===== config.mk =====
export PLATFORM = sky130hd
export DESIGN_NAME = param_pipe_barrel_shifter_flat
export DESIGN_NICKNAME = d
export VERILOG_FILES = /design/src/rtl/param_pipe_barrel_shifter_if.sv /design/src/rtl/param_pipe_barrel_shifter.sv /design/src/flat_wrapper.sv
export SDC_FILE = /design/constraint.sdc
export NUM_CORES = 1
export LEC_CHECK = 0
export ABC_AREA = 1
export CAP_MARGIN = 20
export CORE_ASPECT_RATIO = 1.1
export CORE_MARGIN = 8
export CORE_UTILIZATION = 30
export CTS_BUF_LIST = sky130_fd_sc_hd__clkbuf_16
export DETAILED_ROUTE_END_ITERATION = 8
export GPL_TIMING_DRIVEN = 0
export PLACE_DENSITY_LB_ADDON = 0.1
export SYNTH_ARGS = -nofsm -noshare
export SYNTH_HDL_FRONTEND = slang
export SYNTH_SLANG_ARGS = --single-unit

===== constraint.sdc =====
create_clock -name clk -period 1.7 [get_ports clk]
set_clock_uncertainty 0.05 [all_clocks]
set_input_delay 0.17 -clock clk [delete_from_list [all_inputs] [get_ports clk]]
set_output_delay 0.17 -clock clk [all_outputs]
set_load 0.02 [all_outputs]

===== src/rtl/param_pipe_barrel_shifter_if.sv =====
// Handshake bundle for the pipelined barrel shifter: producer side (in_*) and consumer side (out_*).
// The shifter drives through the slave modport; the producer/consumer pair drives through master.
interface param_pipe_barrel_shifter_if #(
    parameter int N = 3
);
    localparam int W = 1 << N;

    logic         in_valid;
    logic         in_ready;
    logic [W-1:0] in_data;
    logic [N-1:0] in_amt;
    logic [1:0]   in_mode;
    logic         out_valid;
    logic         out_ready;
    logic [W-1:0] out_data;

    modport master (
        output in_valid, in_data, in_amt, in_mode, out_ready,
        input  in_ready, out_valid, out_data
    );

    modport slave (
        input  in_valid, in_data, in_amt, in_mode, out_ready,
        output in_ready, out_valid, out_data
    );
endinterface


===== src/rtl/param_pipe_barrel_shifter.sv =====
// Purpose: pipelined ROR/ROL/LSR/ASR on a 2**N-bit word, one registered log2 stage per amt bit.
// Latency: N cycles from acceptance to out_valid; 1 word/clock throughput.
// Backpressure: whole pipe freezes when out_valid && !out_ready; in_ready is that advance term.
module param_pipe_barrel_shifter #(
    parameter int N = 3
) (
    input  logic                          clk,
    input  logic                          reset_n,
    param_pipe_barrel_shifter_if.slave    bus
);
    localparam int W = 1 << N;

    localparam logic [1:0] MODE_ROR = 2'b00;
    localparam logic [1:0] MODE_ROL = 2'b01;
    localparam logic [1:0] MODE_LSR = 2'b10;
    localparam logic [1:0] MODE_ASR = 2'b11;

    logic [N-1:0] vld_q,  vld_d;
    logic [W-1:0] dat_q  [N];
    logic [W-1:0] dat_d  [N];
    logic [N-1:0] amt_q  [N];
    logic [N-1:0] amt_d  [N];
    logic [1:0]   mode_q [N];
    logic [1:0]   mode_d [N];
    logic [N-1:0] fill_q, fill_d;
    logic         advance;

    // Move by a fixed power-of-two distance; ROL moves left directly rather than remapping to ROR.
    function automatic logic [W-1:0] move(input logic [W-1:0] d, input logic [1:0] mode,
                                          input logic fill, input int s);
        logic [W-1:0] r;
        logic [W-1:0] ones;
        ones = '1;
        case (mode)
            MODE_ROR: r = (d >> s) | (d << (W - s));
            MODE_ROL: r = (d << s) | (d >> (W - s));
            MODE_LSR: r = d >> s;
            MODE_ASR: r = (d >> s) | ({W{fill}} & ~(ones >> s));
            default:  r = d;
        endcase
        return r;
    endfunction

    always_comb begin
        logic         src_vld;
        logic [W-1:0] src_dat;
        logic [N-1:0] src_amt;
        logic [1:0]   src_mode;
        logic         src_fill;

        src_vld  = 1'b0;
        src_dat  = '0;
        src_amt  = '0;
        src_mode = '0;
        src_fill = 1'b0;
        vld_d    = '0;
        fill_d   = '0;
        dat_d    = '{default: '0};
        amt_d    = '{default: '0};
        mode_d   = '{default: '0};

        advance = !vld_q[N-1] || bus.out_ready;

        for (int k = 0; k < N; k++) begin
            // The ASR sign is latched on entry so later stages never look at the shifted word's MSB.
            if (k == 0) begin
                src_vld  = bus.in_valid;
                src_dat  = bus.in_data;
                src_amt  = bus.in_amt;
                src_mode = bus.in_mode;
                src_fill = bus.in_data[W-1];
            end else begin
                src_vld  = vld_q[k-1];
                src_dat  = dat_q[k-1];
                src_amt  = amt_q[k-1];
                src_mode = mode_q[k-1];
                src_fill = fill_q[k-1];
            end

            vld_d[k]  = src_vld;
            dat_d[k]  = src_amt[k] ? move(src_dat, src_mode, src_fill, 1 << k) : src_dat;
            amt_d[k]  = src_amt;
            mode_d[k] = src_mode;
            fill_d[k] = src_fill;
        end
    end

    always_ff @(posedge clk or negedge reset_n) begin
        if (!reset_n) begin
            vld_q  <= '0;
            fill_q <= '0;
            dat_q  <= '{default: '0};
            amt_q  <= '{default: '0};
            mode_q <= '{default: '0};
        end else if (advance) begin
            vld_q  <= vld_d;
            fill_q <= fill_d;
            dat_q  <= dat_d;
            amt_q  <= amt_d;
            mode_q <= mode_d;
        end
    end

    assign bus.in_ready  = advance;
    assign bus.out_valid = vld_q[N-1];
    assign bus.out_data  = dat_q[N-1];
endmodule


===== src/flat_wrapper.sv =====
// flat-port wrapper written by rule: the top's interface ports become plain ports
module param_pipe_barrel_shifter_flat 
#(
    parameter int N = 3
)
  (clk, reset_n, bus_in_valid, bus_in_data, bus_in_amt, bus_in_mode, bus_out_ready, bus_in_ready, bus_out_valid, bus_out_data);
  param_pipe_barrel_shifter_if #(.N(N)) bus_i ();
  input  logic clk;
  input  logic reset_n;
  input wire logic [$bits(bus_i.in_valid)-1:0] bus_in_valid;
  input wire logic [$bits(bus_i.in_data)-1:0] bus_in_data;
  input wire logic [$bits(bus_i.in_amt)-1:0] bus_in_amt;
  input wire logic [$bits(bus_i.in_mode)-1:0] bus_in_mode;
  input wire logic [$bits(bus_i.out_ready)-1:0] bus_out_ready;
  output wire logic [$bits(bus_i.in_ready)-1:0] bus_in_ready;
  output wire logic [$bits(bus_i.out_valid)-1:0] bus_out_valid;
  output wire logic [$bits(bus_i.out_data)-1:0] bus_out_data;
  assign bus_i.in_valid = bus_in_valid;
  assign bus_i.in_data = bus_in_data;
  assign bus_i.in_amt = bus_in_amt;
  assign bus_i.in_mode = bus_in_mode;
  assign bus_i.out_ready = bus_out_ready;
  assign bus_in_ready = bus_i.in_ready;
  assign bus_out_valid = bus_i.out_valid;
  assign bus_out_data = bus_i.out_data;
  param_pipe_barrel_shifter #(.N(N)) u_core (.clk(clk), .reset_n(reset_n), .bus(bus_i));
endmodule

==> out/qor.csv, run 1 <==
metric,value,unit
routedWlPerCell,12.1,µm
num_vias,1738,
stdcell_count,390,
p_comb_share,38.9,%
htree_levels,2,
rsz0062_at_grt,false,
met3_usage,2.08,%
clock-sinks,36,
synth_cells,273,
drive_above_1_share,11.0,%
die_w,93.4,µm
gp_congestion,0.819,
grt_pass1_vias,1733,
cp-start-kind,flop,
die_y,101,µm
maxCapViolations,0,
cts_tree,yes,
path_max_fanout,10,
met2_usage,18.4,%
hold_violations,0,
routed_via_density,4.46,
fin_hold_ws,0.387,ns
io_pins,27,
ys_types,14,
drt-total-wl,4.72,mm
cp-end-kind,primary output,
cts-root-buf,clkbuf_16,
pwr-share-seq,35.5,%
hp-class,primary input to flop,
slew_viol_final,0,
period_needed,1.60,ns
slew_headroom,47.5,%
clk_latency,0.27,ns
dp_cells,381,
dr.pass1.iters,4,
hpwl,3.54,mm
grt_max_degree,37,
worst_slew_pin_slew,0.787,ns
post_cts_buffers,0,
globalRouteMet1Util,13.7,%
antenna_found_initial,0,
ir_drop,0.639,mV
p_switching,1.42,mW
p_int,2.59,mW
synth_area,1980,µm²
initial_utilization,30.6,%
fp-row-count,31,
ant_nets,0,
top_usage_layer,met2,
powerDensity,1590,nW/µm²
cts_buffers,5,
path_clk_slew,0.06,ns
area.growth.synth_to_final,27.0,%
port_buffers,26,
cp.arrival,1.38,ns
grtUsageTotal,11.0,%
synth-seq-cells,36,
multi_input_area,767,µm²
antenna_cells,0,
drtIter0Drc,106,
die_area,9460,µm²
required,1.48,ns
grt_pass1_wl,8.26,mm
finalSetupViolCount,0,
path_class,flop to primary output,
power_switching_share,35.4,%
drc,0,
p_leak,1.28,nW
synth_fp_nets,290,
finalSetupTns,0,ns
coreArea,6480,µm²
status,"complete, no violations",
syn_area_per_cell,7.25,µm²
period_share,94.4,%
grt.overflow.total,0,
yosys_warnings,0,
nets,324,
fmaxAchievable,623,MHz
power,4.01,mW
yosysSeqAreaShare,45.5,%
fillers,695,
clock_path_buffers,2,
regArea,901,µm²
p_clk_share,25.5,%
critical path, stage by stage (launching register included):
cell	delay [ns]
dfrtp_1	0.40
nand2_4	0.13
buf_2	0.22
dlygate4sd2_1	0.36
per-stage QoR:
step	cell area [µm²]	util [%]	worst slack (ns)
after floorplan	1980	-	0.597
after global placement	2340	36.2	-0.472
after detailed placement	2340	36.1	-0.193
after CTS	2510	38.8	0.0702
after global routing	2510	38.8	0.00434
final	2510	38.8	0.0957
power by group through the flow:
stage	combinational, mW	clock [mW]	sequential (mW)
after floorplan	1.09	0	1.38
after global placement	1.58	0	1.43
after detailed placement	1.58	0	1.44
after CTS	1.59	1.06	1.43
after global routing	1.77	1.09	1.47
final	1.56	1.02	1.42
sequential cells by signal, summed over array words and instances, names as in the netlist:
signal               cells
u_core.amt_d             3
u_core.mode_d            4
u_core.vld_q             3
u_core.dat_q            16
u_core.fill_q            2
u_core.bus.out_data      8
layout make-up:
class	count	share of cell area [%]
Buffer	22	6.12
Inverter	42	6.27
Sequential cell	36	35.8
Multi-Input combinational cell	173	30.5
Clock inverter	3	1.69
Clock buffer	5	4.98
Tap cell	82	4.08
Timing Repair Buffer	27	10.5
layout by cell type (no fill, tap or decap), types with 3 or more instances in the layout:
cell type,count
dfrtp_1,36
a21oi_1,22
buf_4,10
nand3_1,32
buf_6,3
clkbuf_16,5
clkdlybuf4s50_1,24
o21ai_1,13
nor2_1,26
inv_1,41
nand2_1,61
buf_2,10
o21ai_0,17
worst paths after layout:
| path | start | endpoint | slack [ns] | cells after the start |
|---|---|---|---|---|
| max in group asynchronous | reset_n | u_core.dat_q[12] | 0.63 | 2 |
| worst max-delay path | u_core.vld_q[2] | bus_in_ready | 0.1 | 3 |
| worst max register to register | u_core.amt_d[4] | u_core.dat_q[15] | 0.52 | 4 |
| min in group asynchronous | reset_n | u_core.vld_q[1] | 0.47 | 2 |
| worst min register to register | u_core.vld_q[1] | u_core.vld_q[2] | 0.39 | 2 |
| worst min-delay path | bus_in_amt[2] | u_core.amt_d[5] | 0.39 | 3 |
layer usage:
| metal | share of wire (%) | wire, µm | up-vias |
|---|---|---|---|
| met5 | 0 | 0 | - |
| met4 | 1.0 | 48 | 0 |
| met3 | 2.9 | 139 | 2 |
| met2 | 50 | 2340 | 29 |
| met1 | 46 | 2190 | 791 |
| li1 | - | - | 916 |
repair_timing:
item                                   4_1_cts  5_1_grt
hold buffers                                 1        0
endpoints found under the hold margin       36        0
setup endpoints to repair                    1        0
resized for setup                            1        0
kinds of logic after synthesis:
group / Yosys count / synth area share (%)
AOI/OAI and AO/OA: 53 / 13.6
buffers and inverters: 64 / 15.7
DFF: 36 / 45.5
and+or+nand+nor: 120 / 25.2
synthesized netlist by cell type (all sizes together):
| library cell | n | area share, % |
|---|---|---|
| nand2 | 62 | 12 |
| inv | 42 | 8.0 |
| dfrtp | 36 | 46 |
| nand3 | 32 | 8.1 |
| o21ai | 30 | 7.6 |
| nor2 | 26 | 4.9 |
| a21oi | 23 | 6.0 |
| buf | 22 | 7.8 |
Note: power is estimated with default switching activity, not from simulation.
==> run 2: changes to the inputs <==
ABC_CLOCK_PERIOD_IN_PS = 1700   (was not set)
GPL_TIMING_DRIVEN = not set   (was 0)
==> out/qor.csv, run 2 (synthesis results as in run 1) <==
metric,value,unit,change
path_clk_slew,0.05,ns,about the same
cp.arrival,1.37,ns,about the same
crit_chain,nand2_4 > clkdlybuf4s50_1,,
port_buffers,26,,unchanged
powerDensity,1520,nW/µm²,-4.5%
gp_congestion,0.742,,-9.5%
htree_levels,2,,unchanged
fillers,700,,+0.72%
maxCapViolations,0,,unchanged
drtIter0Drc,101,,-4.7%
dr.pass1.iters,4,,unchanged
finalSetupViolCount,0,,unchanged
ant_nets,0,,unchanged
required,1.48,ns,about the same
antenna_cells,0,,unchanged
fmaxAchievable,627,MHz,+0.61%
r2r_slack,0.51,ns,about the same
wl_met1,2.10,mm,-4.4%
path_class,flop to primary output,,
slew_viol_final,0,,unchanged
wl_met3,167,µm,+20%
antenna_found_initial,0,,unchanged
drive_above_1_share,5.15,%,-5.9 points
grt_max_degree,37,,unchanged
layout_commonest_cell,nand2_1,,
grt_pass1_wl,7.75,mm,-6.2%
cp-end-kind,primary output,,
crit_slowest_cell,clkdlybuf4s50_1,,
num_vias,1648,,-5.2%
die_area,9460,µm²,unchanged
clk_latency,0.27,ns,about the same
hpwl,3.25,mm,-8.2%
routed_via_density,4.42,,-0.86%
fp-row-count,31,,unchanged
die_w,93.4,µm,unchanged
coreArea,6480,µm²,unchanged
cts_tree,yes,,
final_util,36.6,%,-2.2 points
period_needed,1.59,ns,-0.00966 ns
grtUsageTotal,10.1,%,-0.91 points
clock_path_buffers,2,,unchanged
initial_utilization,30.6,%,unchanged
p_leak,1.19,nW,-6.8%
regMostFlops,u_core.dat_q,,
hp-class,primary input to asynchronous set/reset pin,,
drt-total-wl,4.32,mm,-8.5%
io_pins,27,,unchanged
drc,0,,unchanged
dr.max_layer_used,met4,,
largest_reg_flops,16,,unchanged
ctsResizeCount,0,,-1
finalSetupTns,0,ns,unchanged
grt.overflow.total,0,,unchanged
cts_buffers,5,,unchanged
final_cell_mix,"nand2_1, inv_1, dfrtp_1, nand3_1",,
slew_headroom,67.2,%,+20 points
power,3.61,mW,-9.9%
hold_violations,0,,unchanged
grt_pass1_vias,1688,,-2.6%
ctsHoldBuffers,0,,-1
area.growth.synth_to_final,19.9,%,
die_y,101,µm,unchanged
cts-root-buf,clkbuf_16,,
rsz0062_at_grt,false,,
period_share,93.8,%,-0.57 points
cp-start-kind,flop,,
wl_met2,1.98,mm,-15%
clock-sinks,36,,unchanged
routedWlPerCell,11.6,µm,-4.4%
path_max_fanout,5,,-5
status,"complete, no violations",,
post_cts_buffers,0,,unchanged
nets,308,,-4.9%
cp_slowest_stage_delay,0.61,ns,+0.21 ns
worst_slew_pin_slew,0.490,ns,-0.297 ns
ir_drop,0.667,mV,+4.4%
-- run 2: cell count changes in the layout (fill, tap and decap cells not counted) --
cell and change:
clkdlybuf4s50_1 +2, dlygate4sd3_1 -1, dlygate4sd2_1 -1, clkinv_1 +2, buf_2 -10, buf_4 -3, buf_6 -3, clkinv_2 -1
bufinv_16 -1, clkinvlp_4 -1
-- run 2: path summary, 6_finish.rpt --
check                                       from          endpoint  depth (start not counted)
worst max-delay path             u_core.vld_q[2]      bus_in_ready                          2
worst min-delay path                     reset_n   u_core.vld_q[2]                          2
worst max register to register  u_core.mode_d[2]  u_core.dat_q[11]                          4
worst min register to register   u_core.vld_q[1]   u_core.vld_q[2]                          2
max in group asynchronous                reset_n   u_core.dat_q[8]                          2
min in group clk                    bus_in_valid   u_core.vld_q[0]                          3
-- run 2: through the flow --
step                area (µm²)  hold slack (ns)  instances  worst slack, ns
floorplan                 1980           -0.176        273            0.597
CTS                       2370            0.286        373           0.0876
finish                    2370            0.265        373            0.105
detailed placement        2240            0.412        366            0.102
global placement          2240            0.406        366            0.118
global route              2370            0.315        373           0.0667
-- run 2: layout make-up --
type	count	area [µm²]	area share [%]
flip-flops and latches	36	901	38.0
multi-input cells	173	767	32.3
clock buffers	5	125	5.27
inverters	42	158	6.64
repair buffers	33	313	13.2
clock inverters	2	7.51	0.316
well taps	82	103	4.32
-- run 2: metal layers --
metal,vias to the layer above,global-route usage [%]
li1,882,-
met1,730,12.5
met2,32,16.4
met3,4,2.37
met4,0,4.09
met5,-,0
-- run 2: where the power goes --
group          leakage (nW)  internal, mW  switching, mW  total, mW
Sequential            0.423          1.19          0.273       1.47
Combinational         0.706         0.565          0.746       1.31
Clock                0.0648         0.523          0.311      0.835
Total                  1.19          2.28           1.33       3.61
-- run 2: worst max-delay path, delay by kind of cell (launching register included) --
kind | cells | cell delay [ns]
and+or+nand+nor | 1 | 0.10
DFF | 1 | 0.40
buffers and inverters | 1 | 0.61
==> run 3: changes to the inputs <==
PLACE_DENSITY_LB_ADDON = not set   (was 0.1)
==> out/qor.csv, run 3 (synthesis results as in run 1) <==
metric,value,unit,change
period_share,94.0,%,+0.15 points
p_comb_share,36.1,%,-0.2 points
slew_viol_final,0,,unchanged
grt.overflow.total,0,,unchanged
antenna_found_initial,0,,unchanged
clock-sinks,36,,unchanged
nets,307,,-0.32%
hp-class,primary input to asynchronous set/reset pin,,
htree_levels,2,,unchanged
hpwl,2.97,mm,-8.6%
clock_path_buffers,2,,unchanged
routed_via_density,4.45,,+0.73%
finalSetupTns,0,ns,unchanged
regMostFlops,u_core.dat_q,,
finalSetupViolCount,0,,unchanged
p_clk_share,23.3,%,+0.2 points
gp_congestion,0.792,,+6.8%
p_int,2.28,mW,-0.22%
dp_slack,0.123,ns,+0.0203 ns
fillers,692,,-1.1%
fp-row-count,31,,unchanged
cts_buffers,5,,unchanged
io_pins,27,,unchanged
routedWlPerCell,11.0,µm,-5.1%
dr.pass1.iters,4,,unchanged
path_clk_slew,0.05,ns,about the same
die_y,101,µm,unchanged
multi_input_area,767,µm²,unchanged
final_cell_mix,"nand2_1, inv_1, dfrtp_1, nand3_1",,
hold_violations,0,,unchanged
drt-total-wl,4.10,mm,-5.1%
worst_slew_pin_slew,0.485,ns,-0.00480 ns
ir_drop,0.544,mV,-19%
regArea,901,µm²,unchanged
slew_headroom,67.6,%,+0.32 points
cp_slowest_stage_delay,0.61,ns,about the same
rsz0062_at_grt,false,,
drc,0,,unchanged
port_buffers,26,,unchanged
cp-end-kind,primary output,,
p_leak,1.20,nW,+0.38%
path_class,flop to primary output,,
ctsHoldBuffers,0,,unchanged
antenna_cells,0,,unchanged
reg2reg_from,u_core.vld_q[2],,
required,1.48,ns,about the same
grt_pass1_wl,7.24,mm,-6.6%
pwr-share-seq,40.6,%,about the same
cp-start-kind,flop,,
largest_reg_flops,16,,unchanged
fin_ws,0.103,ns,-0.00256 ns
drtIter0Drc,57,,-44%
status,"complete, no violations",,
grtUsageTotal,9.49,%,-0.59 points
drive_above_1_share,4.81,%,-0.34 points
crit_slowest_cell,clkdlybuf4s50_1,,
ctsResizeCount,0,,unchanged
area.growth.synth_to_final,19.7,%,
cts-root-buf,clkbuf_16,,
ant_nets,0,,unchanged
clk_latency,0.28,ns,about the same
startpoint,u_core.vld_q[2],,
crit_chain,nand2_4 > clkdlybuf4s50_1,,
path_max_fanout,4,,-1
coreArea,6480,µm²,unchanged
post_cts_buffers,0,,unchanged
powerDensity,1520,nW/µm²,-0.30%
grt_pass1_vias,1622,,-3.9%
initial_utilization,30.6,%,unchanged
grt_max_degree,39,,+5.4%
layout_commonest_cell,nand2_1,,
period_needed,1.60,ns,+0.00256 ns
p_switching,1.32,mW,-0.87%
num_vias,1660,,+0.73%
die_w,93.4,µm,unchanged
cp.arrival,1.38,ns,about the same
die_area,9460,µm²,unchanged
power_switching_share,36.7,%,-0.15 points
fmaxAchievable,626,MHz,-0.16%
maxCapViolations,0,,unchanged
cts_tree,yes,,
-- run 3: changes by cell type in the layout (fill, tap and decap cells not counted), sizes merged --
| cell | before | now |
|---|---|---|
| inv | 42 | 44 |
| buf | 7 | 6 |
| clkinv | 2 | 1 |
-- run 3: final cells by class --
cell class | instances | share of cell area [%]
inverter | 42 | 6.65
clock buffer | 5 | 5.28
timing repair buffer | 32 | 12.9
sequential | 36 | 38.0
multi-input combinational | 173 | 32.4
tap | 82 | 4.33
clock inverter | 3 | 0.475
-- run 3: path summary, 6_finish.rpt --
path                                          to  slack [ns]  cells past startpoint
worst max-delay path                bus_in_ready        0.10                      2
worst min-delay path             u_core.amt_d[2]        0.27                      2
worst max register to register  u_core.dat_q[20]        0.42                      5
worst min register to register   u_core.vld_q[2]        0.40                      2
max in group asynchronous       u_core.dat_q[12]        1.01                      2
min in group clk                 u_core.amt_d[5]        0.40                      3
-- run 3: metrics by stage --
stage	std cells	cell area (µm²)	total power, mW	hold WS [ns]	utilization (%)
after detailed placement	365	2230	2.79	0.391	34.5
after global placement	365	2230	2.76	0.385	34.5
after global routing	373	2370	3.90	0.309	36.6
final	373	2370	3.60	0.267	36.6
after floorplan	273	1980	2.47	-0.176	-
after CTS	373	2370	3.66	0.281	36.6
-- run 3: power by group through the flow --
stage,Combinational (mW),Clock (mW),Sequential [mW]
6_report,1.30,0.836,1.46
2_1_floorplan,1.09,0,1.38
3_3_place_gp,1.30,0,1.46
4_1_cts,1.32,0.872,1.46
3_5_place_dp,1.31,0,1.48
5_1_grt,1.48,0.914,1.50
-- run 3: critical path, delay by kind of cell (launching register included) --
family	cells	cell delay, ns
DFF	1	0.40
buffers and inverters	1	0.61
and+or+nand+nor	1	0.09
-- run 3: per-layer routing --
metal  vias up  part of all wire (%)  GRT usage, %
li1        885                     -             -
met1       741                    48          10.8
met2        28                    46          15.9
met3         6                   4.0          2.37
met4         0                   2.3          5.21
met5         -                     0             0
